## src/rtl/mux_scan_pkg.sv

```systemverilog
// rtl/mux_scan_pkg.sv - shared types, sizes and scan-length helper for the mux scan controller
//
// Purpose: common definitions used by mux_scan_ctrl and its sub-module.
//   WIDTH / SEL_WIDTH : mux data width and select width (WIDTH == 2**SEL_WIDTH)
//   scan_state_t      : controller FSM states
//   scan_len()        : number of bits a first..last scan covers, wrapping mod WIDTH
package mux_scan_pkg;

  localparam int WIDTH     = 16;
  localparam int SEL_WIDTH = 4;

  typedef enum logic [1:0] {
    ST_IDLE = 2'd0,
    ST_SCAN = 2'd1,
    ST_DONE = 2'd2
  } scan_state_t;

  // The SEL_WIDTH-bit subtraction wraps naturally, so last < first gives the wrapped length.
  function automatic logic [SEL_WIDTH:0] scan_len(input logic [SEL_WIDTH-1:0] first,
                                                  input logic [SEL_WIDTH-1:0] last);
    logic [SEL_WIDTH-1:0] w_diff;
    w_diff = last - first;
    return {1'b0, w_diff} + (SEL_WIDTH+1)'(1);
  endfunction

endpackage

```

## src/rtl/sel_wrap_counter.sv

```systemverilog
// rtl/sel_wrap_counter.sv - loadable modulo-2**SEL_WIDTH select counter with terminal match
//
// Ports:
//   i_clk, i_rst : clock, synchronous active-high reset
//   i_load       : load i_first into the counter and latch i_last as terminal value
//   i_first      : start index
//   i_last       : terminal index
//   i_en         : advance by one, wrapping from all-ones to zero
//   o_value      : current count (drives the mux select)
//   o_match      : current count equals the latched terminal index
module sel_wrap_counter #(
  parameter int SEL_WIDTH = mux_scan_pkg::SEL_WIDTH
) (
  input  logic                 i_clk,
  input  logic                 i_rst,
  input  logic                 i_load,
  input  logic [SEL_WIDTH-1:0] i_first,
  input  logic [SEL_WIDTH-1:0] i_last,
  input  logic                 i_en,
  output logic [SEL_WIDTH-1:0] o_value,
  output logic                 o_match
);

  logic [SEL_WIDTH-1:0] r_value;
  logic [SEL_WIDTH-1:0] r_last;

  always_ff @(posedge i_clk) begin
    if (i_rst) begin
      r_value <= '0;
      r_last  <= '0;
    end else if (i_load) begin
      r_value <= i_first;
      r_last  <= i_last;
    end else if (i_en) begin
      // Width is exactly SEL_WIDTH, so overflow is the mod-WIDTH wrap.
      r_value <= r_value + SEL_WIDTH'(1);
    end
  end

  assign o_value = r_value;
  assign o_match = (r_value == r_last);

endmodule

```

## src/rtl/mux_scan_ctrl.sv

```systemverilog
// rtl/mux_scan_ctrl.sv - scans a mux select range and reassembles the sampled bits into a word
//
// Ports:
//   i_clk, i_rst              : clock, synchronous active-high reset
//   i_start                   : scan request (taken in IDLE, or in DONE together with the handshake)
//   i_first_sel, i_last_sel   : scan range, latched on accept; last below first wraps
//   o_select                  : mux select
//   i_mux_bit                 : mux data_out, sampled at the end of each SCAN cycle
//   o_busy                    : high in SCAN and DONE
//   o_out_valid, i_out_ready  : result handshake
//   o_out_word                : assembled word, bit i = sample taken with select == i
//   o_out_count               : number of bits scanned
module mux_scan_ctrl #(
  parameter int WIDTH     = mux_scan_pkg::WIDTH,
  parameter int SEL_WIDTH = mux_scan_pkg::SEL_WIDTH
) (
  input  logic                 i_clk,
  input  logic                 i_rst,
  input  logic                 i_start,
  input  logic [SEL_WIDTH-1:0] i_first_sel,
  input  logic [SEL_WIDTH-1:0] i_last_sel,
  output logic [SEL_WIDTH-1:0] o_select,
  input  logic                 i_mux_bit,
  output logic                 o_busy,
  output logic                 o_out_valid,
  input  logic                 i_out_ready,
  output logic [WIDTH-1:0]     o_out_word,
  output logic [SEL_WIDTH:0]   o_out_count
);

  import mux_scan_pkg::*;

  scan_state_t          r_state;
  scan_state_t          w_state_nxt;
  logic                 w_accept;
  logic                 w_cnt_en;
  logic                 w_match;
  logic [SEL_WIDTH-1:0] w_select;
  logic [WIDTH-1:0]     r_word;
  logic [SEL_WIDTH:0]   r_count;

  sel_wrap_counter #(
    .SEL_WIDTH(SEL_WIDTH)
  ) u_sel_cnt (
    .i_clk   (i_clk),
    .i_rst   (i_rst),
    .i_load  (w_accept),
    .i_first (i_first_sel),
    .i_last  (i_last_sel),
    .i_en    (w_cnt_en),
    .o_value (w_select),
    .o_match (w_match)
  );

  always_ff @(posedge i_clk) begin
    if (i_rst) begin
      r_state <= ST_IDLE;
    end else begin
      r_state <= w_state_nxt;
    end
  end

  always_comb begin
    w_state_nxt = r_state;
    w_accept    = 1'b0;
    w_cnt_en    = 1'b0;
    case (r_state)
      ST_IDLE: begin
        if (i_start) begin
          w_accept    = 1'b1;
          w_state_nxt = ST_SCAN;
        end
      end
      ST_SCAN: begin
        // The select holds on the terminal sample so it is stable for all of DONE.
        if (w_match) begin
          w_state_nxt = ST_DONE;
        end else begin
          w_cnt_en = 1'b1;
        end
      end
      ST_DONE: begin
        // A start is only honoured when the pending result is taken in the same cycle.
        if (i_out_ready) begin
          if (i_start) begin
            w_accept    = 1'b1;
            w_state_nxt = ST_SCAN;
          end else begin
            w_state_nxt = ST_IDLE;
          end
        end
      end
      default: begin
        w_state_nxt = ST_IDLE;
      end
    endcase
  end

  // Word/count are only cleared on a new accept, so they stay readable in IDLE.
  always_ff @(posedge i_clk) begin
    if (i_rst) begin
      r_word  <= '0;
      r_count <= '0;
    end else if (w_accept) begin
      r_word  <= '0;
      r_count <= '0;
    end else if (r_state == ST_SCAN) begin
      r_word[w_select] <= i_mux_bit;
      r_count          <= r_count + (SEL_WIDTH+1)'(1);
    end
  end

  assign o_select    = w_select;
  assign o_busy      = (r_state != ST_IDLE);
  assign o_out_valid = (r_state == ST_DONE);
  assign o_out_word  = r_word;
  assign o_out_count = r_count;

endmodule
```

## config.mk

```make
export PLATFORM = sky130hd
export DESIGN_NAME = mux_scan_ctrl
export DESIGN_NICKNAME = d
export VERILOG_FILES = /design/src/rtl/mux_scan_pkg.sv /design/src/rtl/sel_wrap_counter.sv /design/src/rtl/mux_scan_ctrl.sv
export SDC_FILE = /design/constraint.sdc
export NUM_CORES = 1
export LEC_CHECK = 0
export ABC_AREA = 1
export CAP_MARGIN = 20
export CORE_ASPECT_RATIO = 0.7
export CORE_MARGIN = 2
export CORE_UTILIZATION = 23
export DETAILED_ROUTE_END_ITERATION = 8
export PLACE_DENSITY = 0.4
export SYNTH_ARGS = -nofsm -noshare
export SYNTH_HDL_FRONTEND = slang
export SYNTH_SLANG_ARGS = --single-unit
```

## constraint.sdc

```tcl
create_clock -name i_clk -period 1.5 [get_ports i_clk]
set_input_delay 0.15 -clock i_clk [delete_from_list [all_inputs] [get_ports i_clk]]
set_output_delay 0.15 -clock i_clk [all_outputs]
set_load 0.005 [all_outputs]
```

## Word level (Yosys, flattened, before mapping)

Cells that the tools add are included.

| word-level totals | value |
|---|---|
| memory bits (read-only) | 0 |
| RAM bits | 0 |
| latch bits | 0 |
| logic and storage cells | 36 |
| memories kept | 0 |
| register bits after elaboration | 31 |

| cells by class | value |
|---|---|
| $lt $le $gt $ge | 2 |
| $add $sub $neg | 2 |
| eq/ne operators | 6 |
| bitwise operators | 0 |
| div/mod/pow operators | 0 |
| multiplexer cells | 15 |
| multipliers | 0 |
| shift-type cells | 0 |
| reduce and logical (&&, ||, !) cells | 6 |

Operator list:

| operator | count |
|---|---|
| $bwmux 16 | 1 |
| $mux 4 | 2 |
| $mux 1 | 6 |
| $mux 2 | 3 |
| $pmux 2 s3 | 1 |
| $add 5x1->5 const B | 1 |
| $lt 4x5->1 const B | 1 |
| $add 4x1->4 const B | 1 |
| $demux 1 s4 | 1 |
| $eq 4x4->1 | 1 |
| $ge 4x1->1 const B | 1 |
| $ne 2x1->1 const B | 2 |
| $reduce_bool 2->1 | 2 |
| $reduce_and 3->1 | 1 |
| $eq 2x1->1 const B | 1 |
| $eq 2x2->1 const B | 1 |
| $logic_not 2->1 | 1 |
| $ne 2x2->1 const B | 1 |
| $pmux 1 s2 | 1 |
| $reduce_or 2->1 | 1 |
| $logic_and 1x1->1 | 1 |

## Logic depth before layout (Yosys ltp)

Gate-level depths: netlist (run 1).

| depth | value |
|---|---|
| word-level depth | 5 |
| gate-level depth with buffers | 10 |
| mapped depth without buffers | 9 |

## By module

Synthesis (run 1) repeated with hierarchy kept, for this count alone.

| second synthesis, totals | value |
|---|---|
| cell total of the unflattened synthesis | 229 |
| area, all modules | 1639.1 µm² |

By module, submodules not included:

| module | area each (µm²) | times used | sequential area each (µm²) | cells each |
|---|---|---|---|---|
| mux_scan_ctrl | 1212.4 | 1 | 460.4 | 172 |
| sel_wrap_counter | 426.7 | 1 | 160.2 | 57 |

## Least setup slack after synthesis (run 1)

OpenSTA, ideal clock, no wires.

| timing path | value |
|---|---|
| path type | flip-flop to flip-flop |
| start point | reg u_sel_cnt.r_value[0] (netlist: u_sel_cnt.o_value[0]) |
| end point | reg r_word[6] (netlist: o_out_word[6]) |
| data required time | 1.383 ns |
| stages on the path, launching flop included | 6 |
| period minus slack after synthesis | 1.197 ns |
| setup slack | 0.303 ns |
| arrival time | 1.080 ns |
| cell sequence | dfxtp_1 -> inv_1 -> ha_1 -> nand3_1 -> mux2i_1 -> nor2_1 |

| on the way | value |
|---|---|
| longest elaborated chain between the ends | 5 |
| elaborated cells on any way between the ends | 6 |

RTL lines:

| what | RTL line | text |
|---|---|---|
| start: declaration | sel_wrap_counter.sv:24 | `logic [SEL_WIDTH-1:0] r_value;` |
| start signal: assignment | sel_wrap_counter.sv:32 | `r_value <= i_first;` |
| start signal: assignment | sel_wrap_counter.sv:36 | `r_value <= r_value + SEL_WIDTH'(1);` |
| $lt 4x5->1 (implied by the code) or $ge 4x1->1 (tied branches) | mux_scan_ctrl.sv:108 | `r_word[w_select] <= i_mux_bit;` |
| $logic_and 1x1->1 (implied by the code) | mux_scan_ctrl.sv:108 |  |
| $mux 1 (implied by the code) | mux_scan_ctrl.sv:108 |  |
| $demux 1 s4 (*) | mux_scan_ctrl.sv:108 |  |
| $bwmux 16 (*) | mux_scan_ctrl.sv:108 |  |
| end signal: indexed assignment | mux_scan_ctrl.sv:108 |  |
| end: declaration | mux_scan_ctrl.sv:39 | `logic [WIDTH-1:0] r_word;` |

Every way passes the cells marked *; elsewhere a longest branch is shown, timed or not.
A chain may end at the register's enable or synchronous reset.

## Worst setup path after layout (run 1)

| timing path | value |
|---|---|
| start point | reg u_sel_cnt.r_value[0] (netlist: u_sel_cnt.o_value[0]) |
| end point | out o_select[0] |

RTL lines:

| what | RTL line | text |
|---|---|---|
| end: declaration | mux_scan_ctrl.sv:22 | `output logic [SEL_WIDTH-1:0] o_select,` |

No word-level cell between the ends.

==> results.json, run 1 <==
{
  "num_rows": 24,
  "path_class": "flip-flop to output pin",
  "crit_path_start": "u_sel_cnt.o_value[0]",
  "start_util_pct": 23.8,
  "grt_max_degree": 22,
  "dp.cells": 334,
  "die_h_um": 71.1,
  "worstHoldPathType": "input pin to flip-flop",
  "cts_root_buf": "clkbuf_8",
  "dpl.hpwl_um": 3090,
  "slew_headroom_pct": 81.6,
  "period_share_pct": 94.0,
  "worst_pin_slew_ns": 0.276,
  "ys_ff_latch": 31,
  "cts_inserted_buffers": 5,
  "grt_pass1_wl_um": 7190,
  "grt_overflow_total": 0,
  "dpl_cell_area_um2": 2090,
  "hold_violations": 0,
  "wirelength_um": 4140,
  "antenna_left": 0,
  "fin_cells": 341,
  "final.fill_count": 678,
  "syn_area_per_cell_um2": 7.12,
  "required_ns": 1.35,
  "nets": 281,
  "powerDensity_nw_per_um2": 1020,
  "antenna-diode-count": 0,
  "min_from": "i_rst",
  "setup_violations": 0,
  "drv_cap": 0,
  "grt_pass1_vias": 1496,
  "yosys_warnings": 0,
  "p_leak_nw": 0.908,
  "layout-drive-gt1-share_pct": 12.5,
  "fmaxAchievable_mhz": 709,
  "cts_sinks": 31,
  "die-area_um2": 7100,
  "netlist_instances": 208,
  "irDropWorstVdd_v": 0.000335,
  "syn2layout_area_growth_pct": 47.7,
  "drc": 0,
  "syn_nets": 226,
  "vias": 1478,
  "yosysSeqAreaShare_pct": 41.9,
  "viasPerCell": 4.33,
  "clkTransAtPathRegs_ns": 0.06,
  "gp_congestion": 0.749,
  "rsz0062_at_grt": "false",
  "status": "finished clean",
  "drt_iter0_drc": 51,
  "cts_tree": "done",
  "tns_ns": 0,
  "post_synth_main_area_contributors": "dfxtp_1, nand2_1, a21oi_1, o21ai_0, inv_1",
  "slew_viol_final": 0,
  "cts_max_level": 2,
  "endpoint_kind": "output pin",
  "antenna_found_initial": 0,
  "grt.total_usage_pct": 12.8,
  "worst-path-max-fanout": 4,
  "drtPass1Iterations": 4,
  "portBuffers": 39,
  "syn-cell-area_um2": 1480,
  "io_pins": 40,
  "crit_arrival_ns": 1.26,
  "crit-reg2reg-launch": "u_sel_cnt.o_value[1]",
  "dieWidth_um": 99.9,
  "yosysTopAreaCell": "dfxtp_1",
  "layout_common_cells": "nand2_1, clkdlybuf4s50_1, dfxtp_1",
  "wl_per_cell_um": 12.1,
  "final_cell_area_um2": 2190,
  "start_kind": "flip-flop",
  "synth_top_area_share_pct": 41.9,
  "clkLatencyLatePin_ns": 0.28,
  "synth_cell_types": 21,
  "skew_ns": 0.00469,
  "core_um2": 6220,
  "clk_path_buf_depth": 2,
  "layout_commonest_cell": "nand2_1",
  "fin_crit_ns": 1.41
}
[report_power, final]
| group | leakage, nW | switching [mW] | internal (mW) | total (mW) |
|---|---|---|---|---|
| clock network | 0.0470 | 0.307 | 0.360 | 0.667 |
| registers | 0.253 | 0.0486 | 0.874 | 0.923 |
| logic | 0.608 | 0.351 | 0.298 | 0.649 |
| total | 0.908 | 0.707 | 1.53 | 2.24 |
[registers in the layout, indices dropped and copies added (netlist names)]
signal	count
u_sel_cnt.o_value	4
o_out_count	5
r_state	2
o_out_word	16
u_sel_cnt.r_last	4
[routing by layer]
metal | track usage [%] | vias up | part of all wire (%)
li1 | - | 787 | -
met1 | 18.5 | 652 | 54
met2 | 18.1 | 32 | 39
met3 | 4.25 | 7 | 6.1
met4 | 3.65 | 0 | 1.1
met5 | 0 | - | 0
[Yosys cell counts, drive strengths merged]
| cell | instances |
|---|---|
| xnor2 | 2 |
| inv | 23 |
| a21oi | 25 |
| mux2i | 1 |
| nor2 | 18 |
| o21ai | 18 |
| or2 | 1 |
| nand2 | 48 |
| buf | 7 |
| clkbuf | 1 |
| nor3 | 2 |
| nand4 | 8 |
| nor3b | 1 |
| nand3 | 15 |
| dfxtp | 31 |
| ha | 5 |
| xor2 | 2 |
[cell families (layout without fill, tap and decap cells)]
group	count (synthesis)	in the layout	synth area share, %
fa+ha+maj	5	5	4.23
mux	1	1	0.676
compound gates	43	43	14.5
flops	31	31	41.9
simple gates	93	93	27.3
xor+xnor	4	4	2.37
buf+inv	31	86	8.96
[worst max-delay path, stage by stage (launching register included)]
cell	delay [ns]
dfxtp_2	0.35
buf_4	0.14
clkdlybuf4s50_1	0.50
[path summary, 6_finish.rpt]
path / endpoint / slack (ns) / depth (start not counted)
min: r_state[1] / 0.46 / 2
max reg2reg: o_out_word[13] / 0.17 / 5
max: o_select[0] / 0.09 / 2
min reg2reg: o_out_word[8] / 0.46 / 2
[layout make-up]
type                            count  area, µm²  share of cell area (%)
Multi-Input combinational cell    146        732                    33.5
Clock inverter                      1       5.00                   0.229
Inverter                           23       86.3                    3.95
Clock buffer                        6       82.6                    3.78
Tap cell                           78       97.6                    4.46
Sequential cell                    31        626                    28.6
Timing Repair Buffer               56        557                    25.5
[metrics by stage]
| step | setup slack (ns) | power (mW) | util (%) | hold slack [ns] |
|---|---|---|---|---|
| 5_1_grt | 0.0419 | 2.40 | 35.2 | 0.483 |
| 6_report | 0.0897 | 2.24 | 35.2 | 0.456 |
| 2_1_floorplan | 0.303 | 1.27 | - | 0.219 |
| 4_1_cts | 0.0104 | 2.26 | 35.0 | 0.451 |
| 3_5_place_dp | 0.0347 | 1.59 | 33.6 | 0.455 |
| 3_3_place_gp | 0.0449 | 1.59 | 33.6 | 0.455 |
[repair_timing]
item,4_1_cts,5_1_grt
setup buffers,0,0
resized for setup,2,5
setup endpoints to repair,1,15
hold buffers,0,0
No activity file was read; power rests on OpenSTA's default activity.
==> run 2: changes to the inputs <==
CTS_BUF_LIST = sky130_fd_sc_hd__clkbuf_8   (was default)
==> results of run 2 <==
The final DEF is identical to that of run 1; final timing and power are the same.
==> RTL change (flow settings as in run 1) <==
Set the package constant `WIDTH` to 12 (it was 16).
--- a/src/rtl/mux_scan_pkg.sv
+++ b/src/rtl/mux_scan_pkg.sv
@@ -8,3 +8,3 @@
 
-  localparam int WIDTH     = 16;
+  localparam int WIDTH     = 12;
   localparam int SEL_WIDTH = 4;
Ports: changed (resized o_out_word); port bits go from 40 to 36. The function was not compared with the original's and may differ.
==> RTL change against run 1 <==
  * Sequential cell count shrank 4
  * Core utilization shrank 2.1 points
  * Wire length shrank 16%
  * Cell area shrank 14%
  * Non-clock buffer count shrank 13
  * Largest cell class unchanged
  * Global-route usage shrank 1.8 points
  * Die area shrank 8.2%
  * Area after synthesis shrank 8.6%
  * Power shrank 19%
  * Worst setup slack lost 0.035 ns
  * Count of clock-buffer cells in the layout shrank 2
  * Sequential power shrank 9.8%
  * Largest power group unchanged
==> RTL change: results (changes against run 1) <==
• compound-gate portion of the synthesized area: 14.1%, -0.48 points
• total of warnings raised by yosys: 0, unchanged
• global placement routability congestion: 0.819, +9.3%
• mean area per synthesized cell: 7.19 um2, +1.1%
• total negative slack for setup checks: 0 ns, unchanged
• Max Root-Sink Buffers: 2, unchanged
• number of vias per cell after detailed routing: 4.23, -2.5%
• Port-buffer cells: 35, -10%
• top flip-flop cell by instance count after synthesis: sky130_fd_sc_hd__dfxtp_1
• Worst-Margin Slew: 0.410 ns, +0.135 ns
• cell area reported after detailed placement: 1820 um2, -13%
• minimum setup slack among reg-to-reg paths: 0.25 ns, +0.08 ns
• HPWL after detailed placement: 2.64 mm, -15%
• number of buffers inserted by post-CTS setup repair: 0, unchanged
• peak supply drop: 0.401 mV, +20%
• Skew-Pair Late Insertion Delay: 0.27 ns
• total inserted antenna cells: 0, unchanged
• run status: finished, final reports clean
• Seq/Total Area, Yosys: 40.0%, -2.0 points
• Synth top area share: 40.0%, -2.0 points
• clock slew seen by the registers of the worst setup and hold paths: 0.09 ns, +0.03 ns
• leakage power of the design: 0.755 nW, -17%
• pin count of the biggest net entering global routing: 18, -18%
• synthesized-area fraction occupied by xor and xnor cells: 2.59%, +0.22 points
• WL per Instance: 11.4 um, -6.5%
• number of global-route vias before repair: 1,182, -21%
• total wire length after detailed routing: 3.46 mm, -16%
• number of DRC markers in iteration 0: 73, +43%
• ranking of synthesized cells by instance count: sky130_fd_sc_hd__nand2_1 (35), sky130_fd_sc_hd__dfxtp_1 (27), sky130_fd_sc_hd__inv_1 (21)
• TritonCTS Buffers: 3, -2
• count of cell types in the netlist: 25, +19%
• path type of the worst min-delay path: reg -> reg
• total track usage: 11.0%, -1.8 points
• highest net fanout along the worst path: 6, +2
• root buf cell: sky130_fd_sc_hd__clkbuf_8
• global-route wire length before repair: 5.50 mm, -24%
• Mapped Nets: 206, -8.8%
• Worst Skew: 0.00255 ns, -0.00214 ns
• flip-flop count of the largest register after layout: 12, -4
• count of TritonRoute iterations in the first routing pass: 4, unchanged
• share of synthesized flip-flops with an asynchronous set or reset: 0%, unchanged
• instance count after placement with tap cells included: 301, -9.9%
• number of filler cells placed in the layout: 642, -5.3%
• layout cells sized above 1: 13.9%, +1.4 points
• mux cell area share after synthesis: 0%, -0.68 points
• data arrival time at the worst-slack endpoint: 1.30 ns, +0.04 ns
• largest cells by area after synthesis: sky130_fd_sc_hd__dfxtp_1 (40%), sky130_fd_sc_hd__nand2_1 (9.7%), sky130_fd_sc_hd__o21ai_0 (7.0%)
• Post-layout nets: 249, -11%
• initial antenna violation count: 0, unchanged
• synthesized-area fraction occupied by adder cells: 4.63%, +0.40 points
• total number of H-tree levels: 1, -1
## RTL change: changes by cell type in the layout (fill, tap and decap cells not counted), sizes merged, moves of 4 or more
cell | run 1 | this run
buf | 17 | 8
nand3 | 15 | 11
inv | 23 | 29
clkdlybuf4s50 | 37 | 33
dfxtp | 31 | 27
nand2 | 48 | 39
a21oi | 25 | 18
## RTL change: path summary, 6_finish.rpt
check              endpoint  depth (start not counted)            startpoint
max             o_select[0]                          2  u_sel_cnt.o_value[0]
min           o_out_word[0]                          2         o_out_word[0]
min reg2reg   o_out_word[0]                          2         o_out_word[0]
max reg2reg  o_out_word[11]                          5  u_sel_cnt.o_value[3]
## RTL change: final cells by class
class                           count  area [um2]  area share, %
Multi-Input combinational cell    127         666           35.3
Sequential cell                    27         553           29.4
Clock buffer                        4        45.0           2.39
Tap cell                           75        93.8           4.98
Timing Repair Buffer               43         412           21.9
Inverter                           29         114           6.05
## RTL change: logic make-up after synthesis
logic type,after synthesis
flops,27
buf+inv,34
simple gates,80
fa+ha+maj,5
compound gates,38
xor+xnor,4
## RTL change: critical path, cell delays in order (launching register included)
cell and delay [ns]:
sky130_fd_sc_hd__dfxtp_4 0.40, sky130_fd_sc_hd__buf_4 0.14, sky130_fd_sc_hd__clkdlybuf4s50_1 0.49
## RTL change: timing repair
action,4_1_cts,5_1_grt
gates cloned,0,0
resized for setup,5,5
hold buffers,0,0
setup endpoints to repair,4,6
## RTL change: per-stage QoR
step,hold slack [ns],worst slack [ns]
global placement,0.442,0.0456
detailed placement,0.434,0.0212
floorplan,0.219,0.326
finish,0.444,0.0544
CTS,0.449,0.00154
global route,0.476,0.00237
## RTL change: report_power, final
group,switching [mW],leakage (nW),internal (mW)
clock network,0.226,0.0228,0.190
logic,0.315,0.509,0.246
registers,0.0619,0.223,0.771
## RTL change: layer usage
layer,GRT usage [%],vias up,part of all wire [%]
li1,-,688,-
met1,15.8,574,55
met2,16.3,25,40
met3,3.63,2,5.1
met4,1.61,0,0.40
met5,0,-,0
